===== src/rtl/pwm_pkg.sv =====
// Package shared by the PWM blocks.
//   state_e            : capture FSM state encodings
//   PWM_WIDTH_DEFAULT  : default counter width, common with the PWM generator
package pwm_pkg;

  localparam int PWM_WIDTH_DEFAULT = 16;

  typedef enum logic [1:0] {
    WAIT_RISE = 2'd0,
    MEAS_HIGH = 2'd1,
    MEAS_LOW  = 2'd2
  } state_e;

endpackage


===== src/rtl/pwm_capture_if.sv =====
// Measurement result bus of pwm_capture.
//   period    : last measured period in ticks
//   high_time : last measured high time in ticks
//   valid     : one-cycle strobe, period/high_time updated in this cycle
//   timeout   : level, counter saturated before the expected edge
// Handshake: valid-only strobe with no ready/back-pressure. The consumer must
// take period/high_time in the cycle valid is high; the values also hold
// until the next valid, so a late reader still sees the latest measurement.
interface pwm_capture_if #(
  parameter int WIDTH = pwm_pkg::PWM_WIDTH_DEFAULT
);
  logic [WIDTH-1:0] period;
  logic [WIDTH-1:0] high_time;
  logic             valid;
  logic             timeout;

  modport master (output period, output high_time, output valid, output timeout);
  modport slave  (input  period, input  high_time, input  valid, input  timeout);
endinterface


===== src/rtl/pwm_edge_sync.sv =====
// Synchroniser and edge detector for an asynchronous PWM line.
//   clk, rst : system clock, synchronous active-high reset
//   pwm_in   : asynchronous input line
//   rise     : one-cycle pulse, synchronised line went 0->1
//   fall     : one-cycle pulse, synchronised line went 1->0
// SYNC_STAGES must be at least 2. Edges appear SYNC_STAGES+1 clocks after
// the input transition (counting the edge the FSM acts on).
module pwm_edge_sync #(
  parameter int SYNC_STAGES = 2
) (
  input  logic clk,
  input  logic rst,
  input  logic pwm_in,
  output logic rise,
  output logic fall
);

  logic [SYNC_STAGES-1:0] sync_q, sync_d;
  logic                   dly_q, dly_d;
  logic                   s;

  assign s = sync_q[SYNC_STAGES-1];

  always_comb begin
    sync_d = {sync_q[SYNC_STAGES-2:0], pwm_in};
    dly_d  = s;
  end

  always_ff @(posedge clk) begin
    if (rst) begin
      sync_q <= '0;
      dly_q  <= 1'b0;
    end else begin
      sync_q <= sync_d;
      dly_q  <= dly_d;
    end
  end

  // Both pulses come from the same flop pair, so they can never coincide.
  assign rise = s & ~dly_q;
  assign fall = ~s & dly_q;

endmodule


===== src/rtl/pwm_capture.sv =====
// PWM input measurement: period (rise to rise) and high time (rise to fall)
// counted in tick-enabled cycles.
//   clk, rst  : system clock, synchronous active-high reset
//   enable    : measurement enable; low forces a fresh start
//   tick      : count enable (prescaler pulse, or tied high)
//   pwm_in    : asynchronous PWM line
//   meas      : result bus (period, high_time, valid, timeout)
//   dbg_state : current FSM state
module pwm_capture
  import pwm_pkg::*;
#(
  parameter int WIDTH       = PWM_WIDTH_DEFAULT,
  parameter int SYNC_STAGES = 2
) (
  input  logic            clk,
  input  logic            rst,
  input  logic            enable,
  input  logic            tick,
  input  logic            pwm_in,
  pwm_capture_if.master   meas,
  output state_e          dbg_state
);

  localparam logic [WIDTH-1:0] CNT_MAX = '1;

  logic rise, fall;

  pwm_edge_sync #(.SYNC_STAGES(SYNC_STAGES)) u_edge_sync (
    .clk    (clk),
    .rst    (rst),
    .pwm_in (pwm_in),
    .rise   (rise),
    .fall   (fall)
  );

  state_e           state_q, state_d;
  logic [WIDTH-1:0] cnt_q, cnt_d;
  logic [WIDTH-1:0] hi_cap_q, hi_cap_d;
  logic [WIDTH-1:0] period_q, period_d;
  logic [WIDTH-1:0] high_time_q, high_time_d;
  logic             valid_q, valid_d;
  logic             timeout_q, timeout_d;

  // cnt_next is cnt+tick, saturating; it is both the running count and the
  // value sampled on an edge cycle. sat flags the cycle that would overflow.
  logic [WIDTH-1:0] cnt_next;
  logic             sat;

  always_comb begin
    cnt_next = cnt_q;
    if (tick && (cnt_q != CNT_MAX)) cnt_next = cnt_q + WIDTH'(1);
    sat = tick && (cnt_q == CNT_MAX);
  end

  always_comb begin
    state_d     = state_q;
    cnt_d       = cnt_next;
    hi_cap_d    = hi_cap_q;
    period_d    = period_q;
    high_time_d = high_time_q;
    valid_d     = 1'b0;
    timeout_d   = timeout_q;

    if (!enable) begin
      state_d = WAIT_RISE;
      cnt_d   = '0;
    end else begin
      unique case (state_q)
        WAIT_RISE: begin
          cnt_d = '0;
          if (rise) state_d = MEAS_HIGH;
        end
        MEAS_HIGH: begin
          // Edge handling wins over saturation on the same cycle.
          if (fall) begin
            hi_cap_d = cnt_next;
            state_d  = MEAS_LOW;
          end else if (sat) begin
            timeout_d = 1'b1;
            state_d   = WAIT_RISE;
          end
        end
        MEAS_LOW: begin
          if (rise) begin
            period_d    = cnt_next;
            high_time_d = hi_cap_q;
            valid_d     = 1'b1;
            timeout_d   = 1'b0;
            cnt_d       = '0;
            state_d     = MEAS_HIGH;
          end else if (sat) begin
            timeout_d = 1'b1;
            state_d   = WAIT_RISE;
          end
        end
        default: begin
          state_d = WAIT_RISE;
          cnt_d   = '0;
        end
      endcase
    end
  end

  always_ff @(posedge clk) begin
    if (rst) begin
      state_q     <= WAIT_RISE;
      cnt_q       <= '0;
      hi_cap_q    <= '0;
      period_q    <= '0;
      high_time_q <= '0;
      valid_q     <= 1'b0;
      timeout_q   <= 1'b0;
    end else begin
      state_q     <= state_d;
      cnt_q       <= cnt_d;
      hi_cap_q    <= hi_cap_d;
      period_q    <= period_d;
      high_time_q <= high_time_d;
      valid_q     <= valid_d;
      timeout_q   <= timeout_d;
    end
  end

  assign meas.period    = period_q;
  assign meas.high_time = high_time_q;
  assign meas.valid     = valid_q;
  assign meas.timeout   = timeout_q;
  assign dbg_state      = state_q;

endmodule

===== src/flat_wrapper.sv =====
// flat-port wrapper written by rule: the top's interface ports become plain ports
module pwm_capture_flat import pwm_pkg::*;
#(
  parameter int WIDTH       = PWM_WIDTH_DEFAULT,
  parameter int SYNC_STAGES = 2
)
  (clk, rst, enable, tick, pwm_in, dbg_state, meas_period, meas_high_time, meas_valid, meas_timeout);
  pwm_capture_if #(.WIDTH(WIDTH)) meas_i ();
  input  logic clk;
  input  logic rst;
  input  logic enable;
  input  logic tick;
  input  logic pwm_in;
  output state_e dbg_state;
  output wire logic [$bits(meas_i.period)-1:0] meas_period;
  output wire logic [$bits(meas_i.high_time)-1:0] meas_high_time;
  output wire logic [$bits(meas_i.valid)-1:0] meas_valid;
  output wire logic [$bits(meas_i.timeout)-1:0] meas_timeout;
  assign meas_period = meas_i.period;
  assign meas_high_time = meas_i.high_time;
  assign meas_valid = meas_i.valid;
  assign meas_timeout = meas_i.timeout;
  pwm_capture #(.WIDTH(WIDTH), .SYNC_STAGES(SYNC_STAGES)) u_core (.clk(clk), .rst(rst), .enable(enable), .tick(tick), .pwm_in(pwm_in), .meas(meas_i), .dbg_state(dbg_state));
endmodule

===== config.mk =====
export PLATFORM = sky130hd
export DESIGN_NAME = pwm_capture_flat
export DESIGN_NICKNAME = d
export VERILOG_FILES = /design/src/rtl/pwm_pkg.sv /design/src/rtl/pwm_capture_if.sv /design/src/rtl/pwm_edge_sync.sv /design/src/rtl/pwm_capture.sv /design/src/flat_wrapper.sv
export SDC_FILE = /design/constraint.sdc
export NUM_CORES = 1
export LEC_CHECK = 0
export ABC_CLOCK_PERIOD_IN_PS = 1900
export BUFFER_PORTS_ARGS = -buffer_cell sky130_fd_sc_hd__buf_2
export CAP_MARGIN = 0
export CORE_UTILIZATION = 55
export DETAILED_ROUTE_END_ITERATION = 10
export GPL_ROUTABILITY_DRIVEN = 0
export GPL_TIMING_DRIVEN = 0
export PLACE_DENSITY = 0.8
export SLEW_MARGIN = 25
export SYNTH_ARGS = -nofsm -noshare
export SYNTH_HDL_FRONTEND = slang
export SYNTH_SLANG_ARGS = --single-unit

===== constraint.sdc =====
create_clock -name clk -period 1.9 [get_ports clk]
set_input_delay 0.38 -clock clk [delete_from_list [all_inputs] [get_ports clk]]
set_output_delay 0.38 -clock clk [all_outputs]
set_load 0.005 [all_outputs]

==> impl_metrics.toml, run 1 <==
[outcome]
status = "finished clean"

[pwr]
ir_drop_mv = 0.412
leakagePower_nw = 1.39
finalPower_mw = 2.72
power_density_nw_per_um2 = 732

[layout]
final_nets = 419
fillCellCount = 464
area_growth_pct = 18.8
drive_gt1_frac = 0.244
num_antenna_cells = 0
layout.cells.non_filler = 486

[sta]
relSlewSlack = 0.610
period_share = 0.982
setup_viol = 0
period_needed_ps = 1870
final_hold_viol_count = 0
finClkSkew_ps = 6.56
slew_viol_final = 0
worstMarginPinSlew_ps = 577
fmax_ghz = 0.536

[global_routing]
grt_pass1_vias = 2543
grt_overflow = 0
grtUsageTotal = 0.262
antenna_found_initial = 0
grt_pass1_wl_mm = 12.2
grt_max_degree = 13

[yosys]
synth_ff_type = "dfxtp_1"
yosys.area_share.simple = 0.263
synth-seq-area-share = 0.454
synth_edf_count = 0
synth_commonest_cells = "dfxtp_1, nand2_1, a21oi_1, nor2_1, a311oi_1"
synth.net_count = 362
ys_ff_latch = 71
synth_top_cell_by_area = "dfxtp_1"
synth_top_family_by_area = "simple AND/OR/NAND/NOR gates"
post-synth-top-count-cell = "dfxtp_1"
muxShareOfSynthArea = 0
async_reset_ff_frac = 0
yosys.area_share.xor_xnor = 0.00560
synthAdderAreaFrac = 0.0200
synth_compound_area_frac = 0.202
synth.distinct_cells = 57
synth_top_area_frac = 0.454
synth_area_leaders = "dfxtp_1, a21oi_1, nand2_1"
postSynthAreaPerCell_um2 = 8.89
netlist_instances = 352
yosysWarnings = 0
netlist_area_um2 = 3130

[floorplanning]
die_x_um = 77.4
start_util = 0.568
pin_count = 41
die_h_um = 77.4
core-area_um2 = 5510
row_count = 27
die_area_um2 = 6000

[drt]
firstDrtPassIters = 4
post_drt_wl_per_cell_um = 15.6
dr_total_vias = 2837
viasPerCell = 5.84
drtIter0Drc = 324
postRouteAntennaNets = 0
wl_mm = 7.58
remaining_drc_errors = 0

[clock_tree]
clock_sinks = 71
clk_pin_slew_ps = 70
cts_tree = "done"
root_buffer = "clkbuf_8"
insertion_delay_ps = 350
clockBufferDepth = 2
cts_inserted_buffers = 9
hold_buffers = 0
h-tree-depth = 3

[worst_setup_path]
crit_path_end_kind = "flip-flop"
critical_path_required_ps = 2190
worstSetupStartpointType = "flip-flop"
cp_max_fo = 6
critical_path_class = "flip-flop to flip-flop"
cp.arrival_ps = 2150

[placement]
portBuffers = 40
dp_hpwl_mm = 5.22
dp_cells = 464

[run]
cap_violations = 0

[min_path]
min_path_type = "input port to flip-flop"
-- report_power, final --
group	switching, mW	leakage, nW	internal, mW
Sequential	0.00267	0.573	1.49
Combinational	0.0328	0.725	0.0176
Clock	0.579	0.0960	0.601
Total	0.614	1.39	2.11
-- sequential cells by signal, indices dropped and copies added (netlist names) --
register,flops
u_core.cnt_q,16
u_core.dbg_state,2
u_core.hi_cap_q,16
u_core.meas.high_time,16
u_core.meas.period,16
u_core.meas.timeout,1
u_core.meas.valid,1
u_core.u_edge_sync.dly_q,1
u_core.u_edge_sync.sync_q,2
-- kinds of logic after synthesis --
logic type                 Yosys count
AOI/OAI and AO/OA                   96
xor gates and xnor gates             2
adders and majority gates            5
buffers and inverters               29
DFF                                 71
and+or+nand+nor                    149
-- routing by layer --
metal,vias up,GRT usage,part of all wire,wire [µm]
met5,-,0,0,0
met4,0,0.117,0.021,163
met3,15,0.0647,0.061,461
met2,90,0.415,0.46,3500
met1,1333,0.335,0.46,3460
li1,1399,-,-,-
-- repair_timing --
action                                  4_1_cts  5_1_grt
pin swaps                                     1        4
buffers inserted                              3        7
endpoints found under the setup margin       35       55
resized for setup                             5       17
cloned                                        0        0
-- worst max-delay path: stages (launching register included) --
cell and delay (ps):
dfxtp_1 410, nand4_1 190, buf_4 200, o41ai_1 590, o211ai_1 250, a21oi_1 170
-- layout make-up --
type                            instances  area (µm²)  area share
Clock buffer                           10         128      0.0343
Tap cell                               72        90.1      0.0242
Timing Repair Buffer                   50         275      0.0740
Inverter                                7        26.3     0.00707
Clock inverter                          6        61.3      0.0165
Multi-Input combinational cell        252        1570       0.423
Buffer                                 18         141      0.0380
Sequential cell                        71        1420       0.383
-- worst paths after layout --
path | start | end | slack (ps) | cells past startpoint
worst min-delay path | pwm_in | u_core.u_edge_sync.sync_q[0] | 240 | 2
worst max-delay path | u_core.cnt_q[5] | u_core.meas.period[14] | 30 | 5
worst max register to register | u_core.cnt_q[5] | u_core.meas.period[14] | 30 | 5
worst min register to register | u_core.u_edge_sync.sync_q[0] | u_core.u_edge_sync.sync_q[1] | 450 | 1
-- metrics by stage --
stage	hold WS, ps	instance area [µm²]	TNS, ps	worst slack, ps	util
after floorplan	414	3130	0	179	-
after global placement	419	3420	-3800	-275	0.621
after detailed placement	434	3420	-4670	-320	0.621
after CTS	232	3630	0	21.7	0.659
after global routing	266	3720	-192	-107	0.675
final	235	3720	0	33.9	0.675
-- cells in the final DEF, fill, tap and decap left out, types with 9 or more instances in the layout --
cell,instances
a21oi_1,37
a311oi_1,12
buf_2,41
buf_4,10
clkbuf_8,12
dfxtp_1,69
nand2_1,48
nand3_1,9
nor2_1,32
o21ai_0,11
Power figures use the tool's default switching activity.
==> inputs of run 2 (changes only) <==
--- a/config.mk
+++ b/config.mk
@@ -8,12 +8,13 @@
 export ABC_CLOCK_PERIOD_IN_PS = 1900
 export BUFFER_PORTS_ARGS = -buffer_cell sky130_fd_sc_hd__buf_2
 export CAP_MARGIN = 0
+export CORE_ASPECT_RATIO = 0.9
 export CORE_UTILIZATION = 55
 export DETAILED_ROUTE_END_ITERATION = 10
 export GPL_ROUTABILITY_DRIVEN = 0
 export GPL_TIMING_DRIVEN = 0
 export PLACE_DENSITY = 0.8
-export SLEW_MARGIN = 25
+export SLEW_MARGIN = 0
 export SYNTH_ARGS = -nofsm -noshare
 export SYNTH_HDL_FRONTEND = slang
 export SYNTH_SLANG_ARGS = --single-unit
==> constraint.sdc (replaced) <==
create_clock -name clk -period 1.9 [get_ports clk]
set_input_delay 0.38 -clock clk [delete_from_list [all_inputs] [get_ports clk]]
set_output_delay 0.38 -clock clk [all_outputs]
set_load 0.01 [all_outputs]
==> run 2 against run 1 <==
Effect of this change: clock skew up 6.9 ps; utilization up 1.7 points; global-route usage up 1.5 points; final area up 0.20%; critical endpoint is now u_core.hi_cap_q[6]; hold slack worse by 0.81 ps.
==> impl_metrics.toml, run 2 (synthesis results as in run 1) <==
[clock_tree]
clockBufferDepth = 2
clk_pin_slew_ps = 80
h-tree-depth = 3
root_buffer = "clkbuf_8"
cts_tree = "done"
hold_buffers = 0
cts_inserted_buffers = 9
insertion_delay_ps = 360
clock_sinks = 71

[layout]
drive_gt1_frac = 0.240
final_cell_mix = "dfxtp_1, nand2_1, buf_2"
fin_util = 0.693
num_antenna_cells = 0
area_growth_pct = 19.1
final_nets = 418
final_common_cell = "dfxtp_1"
layout.cells.non_filler = 480
finish.instance_area_um2 = 3730

[global_routing]
grtUsageTotal = 0.277
grt_max_degree = 14
grt_overflow = 0
grt_pass1_wl_mm = 12.2
grt_pass1_vias = 2518
antenna_found_initial = 0

[drt]
viasPerCell = 6.06
drtIter0Drc = 240
dr_total_vias = 2910
remaining_drc_errors = 0
postRouteAntennaNets = 0
route.met2.wl_mm = 3.57
wl_mm = 7.79
firstDrtPassIters = 5
drt-met1-wl_mm = 3.55
top_layer = "met4"
post_drt_wl_per_cell_um = 16.2
wl_met3_um = 513

[floorplanning]
die_h_um = 73.6
row_count = 25
core-area_um2 = 5380
pin_count = 41
die_area_um2 = 6000
start_util = 0.582
die_x_um = 81.5

[sta]
slew_viol_final = 0
holdWs_ps = 234
setup_viol = 0
fmax_ghz = 0.543
fin_ws_ps = 59.0
tns_ps = 0
final_hold_viol_count = 0
finClkSkew_ps = 13.4
worstMarginPinSlew_ps = 525
period_needed_ps = 1840
relSlewSlack = 0.646
period_share = 0.969

[worst_setup_path]
critical_path_required_ps = 2180
reg2reg_depth = 4
max_stage_delay_ps = 590
cp.arrival_ps = 2130
slowest_stage = "or4_1"
r2r-start = "u_core.cnt_q[8]"
cp_max_fo = 7
timing.rr.end = "u_core.hi_cap_q[6]"
critical_path_class = "flip-flop to flip-flop"
critPathTopFamily = "simple AND/OR/NAND/NOR gates"
crit_buf_inv = 0
r2r_setup_slack_ps = 60
worstPathCellList = "nand3_4, or4_1, a31o_2, o31ai_2"
worstSetupStartpointType = "flip-flop"
crit_path_end_kind = "flip-flop"

[run]
cap_violations = 0

[outcome]
status = "finished clean"

[pwr]
finalPower_mw = 2.88
power_density_nw_per_um2 = 773
ir_drop_mv = 0.592
leakagePower_nw = 1.40

[placement]
dp_hpwl_mm = 5.38
portBuffers = 40
dp_slack_ps = -350
placed_area_um2 = 3410
dp_cells = 459

[min_path]
worstHoldPathCells = 2
min_path_type = "input port to flip-flop"
worstHoldStart = "pwm_in"
min_to = "u_core.u_edge_sync.sync_q[0]"
## run 2: report_power, final
group | switching [mW] | internal, mW
logic | 0.0337 | 0.0176
registers | 0.00279 | 1.49
clock network | 0.588 | 0.748
total | 0.625 | 2.26
## run 2: worst max path at each step
stage,startpoint,to,cells past startpoint
3_3_place_gp,u_core.dbg_state[0],u_core.meas.high_time[10],7
5_1_grt,u_core.cnt_q[1],u_core.meas.period[0],7
2_1_floorplan,u_core.dbg_state[0],u_core.meas.high_time[10],7
3_5_place_dp,u_core.dbg_state[0],u_core.meas.high_time[9],7
6_report,u_core.cnt_q[8],u_core.hi_cap_q[6],4
4_1_cts,u_core.dbg_state[0],u_core.meas.period[8],7
## run 2: final cells by class
type / instances / area [µm²]
fillers: 437 / 1650
multi-input cells: 252 / 1560
flip-flops and latches: 71 / 1420
repair buffers: 49 / 268
plain buffers: 18 / 139
clock buffers: 10 / 128
clock inverters: 6 / 93.8
well taps: 67 / 83.8
inverters: 7 / 26.3
## run 2: what timing repair did
action	4_1_cts	5_1_grt
gates resized for setup	7	11
endpoints found under the setup margin	36	43
endpoints found under the hold margin	0	0
pin swaps	1	2
buffers inserted	2	7
## run 2: routing by layer
metal,up-vias,track usage
li1,1401,-
met1,1381,0.363
met2,112,0.417
met3,16,0.0795
met4,0,0.129
met5,-,0
